### config.mk
export PLATFORM = sky130hd
export DESIGN_NAME = axi_s6_rr_arbiter
export DESIGN_NICKNAME = d
export VERILOG_FILES = /design/src/rtl/axi_s6_rr_arbiter.sv
export SDC_FILE = /design/constraint.sdc
export NUM_CORES = 1
export LEC_CHECK = 0
export CAP_MARGIN = 20
export CORE_AREA = 4 4 316 318
export DETAILED_ROUTE_END_ITERATION = 8
export DIE_AREA = 0 0 320 322
export PLACE_DENSITY = 0.3
export SYNTH_ARGS = -nofsm -noshare
export SYNTH_HDL_FRONTEND = slang
export SYNTH_SLANG_ARGS = --single-unit
### constraint.sdc
create_clock -name clk_i -period 2.9 [get_ports clk_i]
set_input_delay 0.58 -clock clk_i [delete_from_list [all_inputs] [get_ports clk_i]]
set_output_delay 0.58 -clock clk_i [all_outputs]
set_load 0.02 [all_outputs]
### src/rtl/axi_s6_rr_arbiter.sv
// Four-master round-robin arbiter in front of NOC slave 6, with independent write and read paths.
// Optional address-window check with local error responses: define S6_ADDR_CHECK_EN.
module axi_s6_rr_arbiter #(
    parameter logic [31:0] S6_BASE   = 32'h0000_C000,
    parameter logic [31:0] S6_SIZE   = 32'h0000_1000,
    parameter int unsigned MAX_OUTST = 4,
    parameter int unsigned DATA_W    = 32
) (
    input  logic                         clk_i,
    input  logic                         rst_i,
    // master AW
    input  logic [3:0]                   m_awvalid_i,
    output logic [3:0]                   m_awready_o,
    input  logic [3:0][3:0]              m_awid_i,
    input  logic [3:0][31:0]             m_awaddr_i,
    input  logic [3:0][7:0]              m_awlen_i,
    input  logic [3:0][2:0]              m_awsize_i,
    input  logic [3:0][1:0]              m_awburst_i,
    // master W
    input  logic [3:0]                   m_wvalid_i,
    input  logic [3:0]                   m_wlast_i,
    output logic [3:0]                   m_wready_o,
    input  logic [3:0][DATA_W-1:0]       m_wdata_i,
    input  logic [3:0][DATA_W/8-1:0]     m_wstrb_i,
    // master B
    output logic [3:0]                   m_bvalid_o,
    input  logic [3:0]                   m_bready_i,
    output logic [3:0]                   m_bid_o,
    output logic [1:0]                   m_bresp_o,
    // master AR
    input  logic [3:0]                   m_arvalid_i,
    output logic [3:0]                   m_arready_o,
    input  logic [3:0][3:0]              m_arid_i,
    input  logic [3:0][31:0]             m_araddr_i,
    input  logic [3:0][7:0]              m_arlen_i,
    input  logic [3:0][2:0]              m_arsize_i,
    input  logic [3:0][1:0]              m_arburst_i,
    // master R
    output logic [3:0]                   m_rvalid_o,
    input  logic [3:0]                   m_rready_i,
    output logic [3:0]                   m_rid_o,
    output logic [DATA_W-1:0]            m_rdata_o,
    output logic [1:0]                   m_rresp_o,
    output logic                         m_rlast_o,
    // slave 6 AW
    output logic                         s6_awvalid_o,
    input  logic                         s6_awready_i,
    output logic [5:0]                   s6_awid_o,
    output logic [31:0]                  s6_awaddr_o,
    output logic [7:0]                   s6_awlen_o,
    output logic [2:0]                   s6_awsize_o,
    output logic [1:0]                   s6_awburst_o,
    // slave 6 W
    output logic                         s6_wvalid_o,
    input  logic                         s6_wready_i,
    output logic [DATA_W-1:0]            s6_wdata_o,
    output logic [DATA_W/8-1:0]          s6_wstrb_o,
    output logic                         s6_wlast_o,
    // slave 6 B
    input  logic                         s6_bvalid_i,
    output logic                         s6_bready_o,
    input  logic [5:0]                   s6_bid_i,
    input  logic [1:0]                   s6_bresp_i,
    // slave 6 AR
    output logic                         s6_arvalid_o,
    input  logic                         s6_arready_i,
    output logic [5:0]                   s6_arid_o,
    output logic [31:0]                  s6_araddr_o,
    output logic [7:0]                   s6_arlen_o,
    output logic [2:0]                   s6_arsize_o,
    output logic [1:0]                   s6_arburst_o,
    // slave 6 R
    input  logic                         s6_rvalid_i,
    output logic                         s6_rready_o,
    input  logic [5:0]                   s6_rid_i,
    input  logic [DATA_W-1:0]            s6_rdata_i,
    input  logic [1:0]                   s6_rresp_i,
    input  logic                         s6_rlast_i
);

    localparam int unsigned CNT_W   = 4;
    localparam logic [31:0] S6_LAST = S6_BASE + S6_SIZE - 32'd1;
`ifdef S6_ADDR_CHECK_EN
    localparam bit ADDR_CHK = 1'b1;
`else
    localparam bit ADDR_CHK = 1'b0;
`endif

    typedef enum logic [2:0] {W_IDLE, W_ADDR, W_DATA, W_EDRAIN, W_ERESP} wr_state_e;
    typedef enum logic [1:0] {R_IDLE, R_ADDR, R_ERR} rd_state_e;

    wr_state_e          wr_st_q;
    rd_state_e          rd_st_q;
    logic [1:0]         wg_q, rg_q;
    logic [CNT_W-1:0]   wr_cnt_q, wr_cnt_d, rd_cnt_q, rd_cnt_d;
    logic [3:0]         werr_id_q, rerr_id_q;
    logic [7:0]         rerr_left_q;

    logic [1:0]         wpick, rpick, bsel, rsel;
    logic               aw_ok, ar_ok, aw_hs, ar_hs, b_hs, rl_hs;

    // First requester strictly after the last grant, wrapping around
    function automatic logic [1:0] rr_pick(input logic [3:0] req, input logic [1:0] last);
        logic [1:0] idx;
        rr_pick = last;
        for (int k = 4; k >= 1; k--) begin
            idx = last + 2'(k);
            if (req[idx]) rr_pick = idx;
        end
    endfunction

    assign wpick = rr_pick(m_awvalid_i, wg_q);
    assign rpick = rr_pick(m_arvalid_i, rg_q);
    assign aw_ok = !ADDR_CHK || ((m_awaddr_i[wg_q] >= S6_BASE) && (m_awaddr_i[wg_q] <= S6_LAST));
    assign ar_ok = !ADDR_CHK || ((m_araddr_i[rg_q] >= S6_BASE) && (m_araddr_i[rg_q] <= S6_LAST));
    assign bsel  = s6_bid_i[5:4];
    assign rsel  = s6_rid_i[5:4];

    assign aw_hs = s6_awvalid_o && s6_awready_i;
    assign ar_hs = s6_arvalid_o && s6_arready_i;
    assign b_hs  = s6_bvalid_i && s6_bready_o;
    assign rl_hs = s6_rvalid_i && s6_rready_o && s6_rlast_i;

    // Outstanding counters: a simultaneous issue and retire cancel out
    always_comb begin
        wr_cnt_d = wr_cnt_q;
        rd_cnt_d = rd_cnt_q;
        if (aw_hs && !b_hs)      wr_cnt_d = wr_cnt_q + CNT_W'(1);
        else if (!aw_hs && b_hs) wr_cnt_d = wr_cnt_q - CNT_W'(1);
        if (ar_hs && !rl_hs)      rd_cnt_d = rd_cnt_q + CNT_W'(1);
        else if (!ar_hs && rl_hs) rd_cnt_d = rd_cnt_q - CNT_W'(1);
    end

    always_ff @(posedge clk_i) begin
        if (rst_i) begin
            wr_st_q     <= W_IDLE;
            rd_st_q     <= R_IDLE;
            wg_q        <= 2'd3;
            rg_q        <= 2'd3;
            wr_cnt_q    <= '0;
            rd_cnt_q    <= '0;
            werr_id_q   <= '0;
            rerr_id_q   <= '0;
            rerr_left_q <= '0;
        end else begin
            wr_cnt_q <= wr_cnt_d;
            rd_cnt_q <= rd_cnt_d;

            case (wr_st_q)
                W_IDLE: begin
                    if ((|m_awvalid_i) && (wr_cnt_q < CNT_W'(MAX_OUTST))) begin
                        wg_q    <= wpick;
                        wr_st_q <= W_ADDR;
                    end
                end
                W_ADDR: begin
                    if (!aw_ok) begin
                        werr_id_q <= m_awid_i[wg_q];
                        wr_st_q   <= W_EDRAIN;
                    end else if (s6_awready_i) begin
                        wr_st_q <= W_DATA;
                    end
                end
                W_DATA: begin
                    if (m_wvalid_i[wg_q] && s6_wready_i && m_wlast_i[wg_q]) wr_st_q <= W_IDLE;
                end
                W_EDRAIN: begin
                    if (m_wvalid_i[wg_q] && m_wlast_i[wg_q]) wr_st_q <= W_ERESP;
                end
                W_ERESP: begin
                    if (m_bready_i[wg_q]) wr_st_q <= W_IDLE;
                end
                default: wr_st_q <= W_IDLE;
            endcase

            case (rd_st_q)
                R_IDLE: begin
                    if ((|m_arvalid_i) && (rd_cnt_q < CNT_W'(MAX_OUTST))) begin
                        rg_q    <= rpick;
                        rd_st_q <= R_ADDR;
                    end
                end
                R_ADDR: begin
                    if (!ar_ok) begin
                        rerr_id_q   <= m_arid_i[rg_q];
                        rerr_left_q <= m_arlen_i[rg_q];
                        rd_st_q     <= R_ERR;
                    end else if (s6_arready_i) begin
                        rd_st_q <= R_IDLE;
                    end
                end
                R_ERR: begin
                    if (m_rready_i[rg_q]) begin
                        if (rerr_left_q == 8'd0) rd_st_q <= R_IDLE;
                        else                     rerr_left_q <= rerr_left_q - 8'd1;
                    end
                end
                default: rd_st_q <= R_IDLE;
            endcase
        end
    end

    // Write path muxing and B routing; a local error response owns the B bus
    always_comb begin
        m_awready_o  = '0;
        m_wready_o   = '0;
        s6_awvalid_o = 1'b0;
        s6_awid_o    = {wg_q, m_awid_i[wg_q]};
        s6_awaddr_o  = m_awaddr_i[wg_q];
        s6_awlen_o   = m_awlen_i[wg_q];
        s6_awsize_o  = m_awsize_i[wg_q];
        s6_awburst_o = m_awburst_i[wg_q];
        s6_wvalid_o  = 1'b0;
        s6_wdata_o   = m_wdata_i[wg_q];
        s6_wstrb_o   = m_wstrb_i[wg_q];
        s6_wlast_o   = m_wlast_i[wg_q];
        case (wr_st_q)
            W_ADDR: begin
                s6_awvalid_o      = aw_ok;
                m_awready_o[wg_q] = aw_ok ? s6_awready_i : 1'b1;
            end
            W_DATA: begin
                s6_wvalid_o      = m_wvalid_i[wg_q];
                m_wready_o[wg_q] = s6_wready_i;
            end
            W_EDRAIN: m_wready_o[wg_q] = 1'b1;
            default: ;
        endcase

        m_bvalid_o       = '0;
        m_bvalid_o[bsel] = s6_bvalid_i;
        s6_bready_o      = m_bready_i[bsel];
        m_bid_o          = s6_bid_i[3:0];
        m_bresp_o        = s6_bresp_i;
        if (wr_st_q == W_ERESP) begin
            m_bvalid_o       = '0;
            m_bvalid_o[wg_q] = 1'b1;
            s6_bready_o      = 1'b0;
            m_bid_o          = werr_id_q;
            m_bresp_o        = 2'b11;
        end
    end

    // Read path muxing and R routing; a local error burst owns the R bus
    always_comb begin
        m_arready_o  = '0;
        s6_arvalid_o = 1'b0;
        s6_arid_o    = {rg_q, m_arid_i[rg_q]};
        s6_araddr_o  = m_araddr_i[rg_q];
        s6_arlen_o   = m_arlen_i[rg_q];
        s6_arsize_o  = m_arsize_i[rg_q];
        s6_arburst_o = m_arburst_i[rg_q];
        if (rd_st_q == R_ADDR) begin
            s6_arvalid_o      = ar_ok;
            m_arready_o[rg_q] = ar_ok ? s6_arready_i : 1'b1;
        end

        m_rvalid_o       = '0;
        m_rvalid_o[rsel] = s6_rvalid_i;
        s6_rready_o      = m_rready_i[rsel];
        m_rid_o          = s6_rid_i[3:0];
        m_rdata_o        = s6_rdata_i;
        m_rresp_o        = s6_rresp_i;
        m_rlast_o        = s6_rlast_i;
        if (rd_st_q == R_ERR) begin
            m_rvalid_o       = '0;
            m_rvalid_o[rg_q] = 1'b1;
            s6_rready_o      = 1'b0;
            m_rid_o          = rerr_id_q;
            m_rdata_o        = '0;
            m_rresp_o        = 2'b11;
            m_rlast_o        = (rerr_left_q == 8'd0);
        end
    end

endmodule

==> out/qor.yml <==
synthesis:
  synth.cells.most_frequent: "mux4_2 (141), buf_4 (43), nand2_1 (18)"
  synthArstFlopShare_pct: 0
  netlist_top_cells_area: "mux4_2 (63%), buf_4 (6.4%), dfxtp_1 (6.3%), ha_1 (3.5%), buf_2 (1.5%)"
  number_of_standard_cells_after_synthesis: 389
  synth.distinct_cells: 44
  synth_top_area_share_pct: 62.6
  synth_enable_flop_cells: 0
  mappedNetlistNets: 1021
  yosysTopAreaCell: "mux4_2"
  yosysMostFrequentCell: "mux4_2"
  ys.warnings.count: 0
  synth-main-ff-cell: "dfxtp_1"
  synth.cell_area_sq_um: 5070
  synth-seq-area-share_pct: 6.31
  postSynthAreaPerCell_sq_um: 13.0
  ys_seq_elements: 16
sta:
  max_clock_freq_mhz: 350
  timing.clock.skew_ns: 0.000880
  min_period_over_period_pct: 98.5
  max-slew-margin-rel_pct: 58.9
  setup_repair_after_global_routing_missed_its_margin: "yes"
  count_of_final_hold_check_violations: 0
  timing_max_transition_violations_final: 0
  tightestPinTransition_ns: 0.611
  final-setup-viol-count: 0
  final.min_clock_period_ns: 2.86
place:
  buffer_ports.inserted: 748
  postPlaceCellArea_sq_um: 14000
  gp_routability_congestion: 0.853
  place_hpwl_mm: 57.2
final_layout:
  layout.cell_area.non_filler_sq_um: 14200
  finish.net_count: 1737
  layout-drive-gt1-share_pct: 21.6
  syn2layout_area_growth_pct: 180
pwr:
  cellPowerDensity_nw_per_um2: 626
  total_leakage_power_uw: 0.00498
  design_power_total_uw: 8880
  peak_ir_drop_on_the_vdd_network_uv: 232
job:
  max-cap-violations: 0
clocking:
  ctsLongestPathBuffers: 2
  post-cts-setup-buffer-count: 0
  cts_hold_buffers: 0
  cts_num_sinks: 16
  cts.root.buffer_cell: "clkbuf_16"
  clk-insertion-delay-late_ns: 0.25
  clk_pin_slew_worst_paths_ns: 0.05
  cts_max_level: 1
  cts_made_buffers: 3
  tritoncts: "yes"
drt:
  drcViolationCount: 0
  first_iter_violations: 303
  route.detailed.wl_per_inst_um: 25.7
  vias: 7144
  route.detailed.vias_per_inst: 2.98
  drtAntennaViolNets: 0
  routed_wirelength_mm: 61.7
  drt_pre_antenna_iters: 4
setup_path:
  startpoint_type: "input pin"
  r2r_end: "wr_cnt_q[3]"
  critical_r2r_launch: "wr_st_q[2]"
  crit_required_ns: 2.32
  critPathMaxFanout: 3
  r2r_setup_slack_ns: 0.54
  critPathArrivalTime_ns: 2.28
  path_class: "in -> out"
  r2r_cells: 10
  critical_path.endpoint_type: "output port"
global_routing:
  overall_routing_resource_usage_pct: 11.1
  antenna_found_initial: 35
  grt_first_pass_wirelength_mm: 77.6
  grt_max_degree: 46
  grt_pass1_vias: 7970
  gr-total-overflow: 0
status:
  status: "finished clean"
floorplanning:
  rows: 114
  core-area_sq_um: 96600
  die_height_um: 322
  chipWidth_um: 320
  die_area_sq_um: 103000
  initial_cell_density_of_the_core_pct: 5.25
  design.portCount: 825
worst_hold_path:
  timing.hold.worst.class: "reg -> reg"
  whs_path_depth: 2
  worstHoldEndpoint: "wr_cnt_q[3]"
  hold_path_startpoint: "wr_cnt_q[3]"
==> cell families (layout without fill, tap and decap cells) <==
logic type / count (synthesis) / after routing / share of synthesized area (%)
multiplexers: 147 / 147 / 64.4
buffers and inverters: 87 / 802 / 10.1
AND/OR/NAND/NOR: 79 / 79 / 8.26
AO/OA/AOI/OAI: 38 / 38 / 5.57
adder cells (fa/ha/maj): 16 / 16 / 4.24
flip-flops: 16 / 16 / 6.31
XOR/XNOR: 6 / 6 / 1.04
other: 0 / 17 / 0
==> worst max-delay path by stage <==
stage	from	cells past startpoint	end	slack [ns]
4_1_cts	m_bready_i[3]	12	wr_cnt_q[3]	-0.005
5_1_grt	m_bready_i[3]	12	wr_cnt_q[3]	-0.006
3_3_place_gp	s6_bid_i[4]	12	wr_cnt_q[3]	-0.42
2_1_floorplan	s6_bid_i[4]	11	wr_cnt_q[3]	0.11
3_5_place_dp	s6_bid_i[4]	12	wr_cnt_q[3]	-0.42
6_report	m_wvalid_i[3]	4	s6_wvalid_o	0.04
==> stage by stage <==
stage	setup TNS, ns	setup WS, ns	hold slack [ns]	std cells	utilization [%]
final	0	0.0433	0.533	2397	14.7
after global routing	-0.00615	-0.00615	0.557	2381	14.7
after CTS	-0.00471	-0.00471	0.499	2380	14.6
after detailed placement	-1.30	-0.424	0.486	2376	14.5
after global placement	-1.27	-0.423	0.498	2376	14.5
after floorplan	0	0.105	0.459	389	-
==> critical path, stage by stage <==
cell and delay, ns:
clkdlybuf4s50_1 0.41, mux4_2 0.52, and3b_1 0.20, clkdlybuf4s50_1 0.57
==> flip-flops by register name, indices dropped and copies added (netlist names) <==
name	cells
rd_st_q	1
wr_cnt_q	4
wr_st_q	3
rg_q	2
wg_q	2
rd_cnt_q	4
==> report_power, final <==
part | internal, uW | switching [uW]
Clock | 187 | 96.4
Combinational | 4010 | 4130
Sequential | 311 | 147
Total | 4510 | 4370
==> per-layer routing <==
layer	wire (um)	up-vias	track usage, %
li1	-	3086	-
met1	22900	3502	12.3
met2	31500	500	20.3
met3	6690	42	4.90
met4	538	14	1.17
met5	95	-	0
==> area by class of cell <==
type                    instances  area (sq um)
well taps                    1276          1600
fillers                     10800         82400
multi-input cells             286          4290
inverters                      12          45.0
diodes                         17          42.5
repair buffers                786          7800
clock buffers                   4          78.8
flip-flops and latches         16           333
==> what timing repair did <==
action | in CTS | in global routing
setup endpoints to repair | 9 | 10
resized for setup | 11 | 18
gates cloned | 0 | 0
pin swaps | 1 | 2
endpoints found under the hold margin | 0 | 0
==> cell usage in the layout, fill, tap and decap left out, types with 2 or more instances in the layout <==
cell type | Yosys | final
clkdlybuf4s50_1 | 0 | 692
mux4_2 | 141 | 141
buf_4 | 43 | 68
diode_2 | 0 | 17
nand2_1 | 18 | 17
nor2_1 | 13 | 13
inv_1 | 12 | 12
ha_1 | 14 | 12
dfxtp_1 | 16 | 12
nor2b_1 | 10 | 9
and2_1 | 9 | 9
dlymetal6s2s_1 | 0 | 9
buf_12 | 0 | 9
dlygate4sd2_1 | 0 | 8
and3_1 | 6 | 6
o21ai_0 | 6 | 6
o211ai_1 | 6 | 6
a21oi_1 | 8 | 5
a32oi_1 | 5 | 5
xnor2_1 | 4 | 4
mux2i_1 | 4 | 4
nor4_1 | 4 | 4
nand3_1 | 4 | 3
nor3_1 | 3 | 3
or3_1 | 3 | 3
a21oi_2 | 0 | 3
clkbuf_16 | 0 | 3
dfxtp_4 | 0 | 3
or2_2 | 2 | 2
and3b_1 | 2 | 2
mux4_1 | 2 | 2
o21bai_1 | 2 | 2
a21o_1 | 2 | 2
xor2_1 | 2 | 2
fa_1 | 2 | 2
ha_4 | 0 | 2
Power figures use the tool's default switching activity.
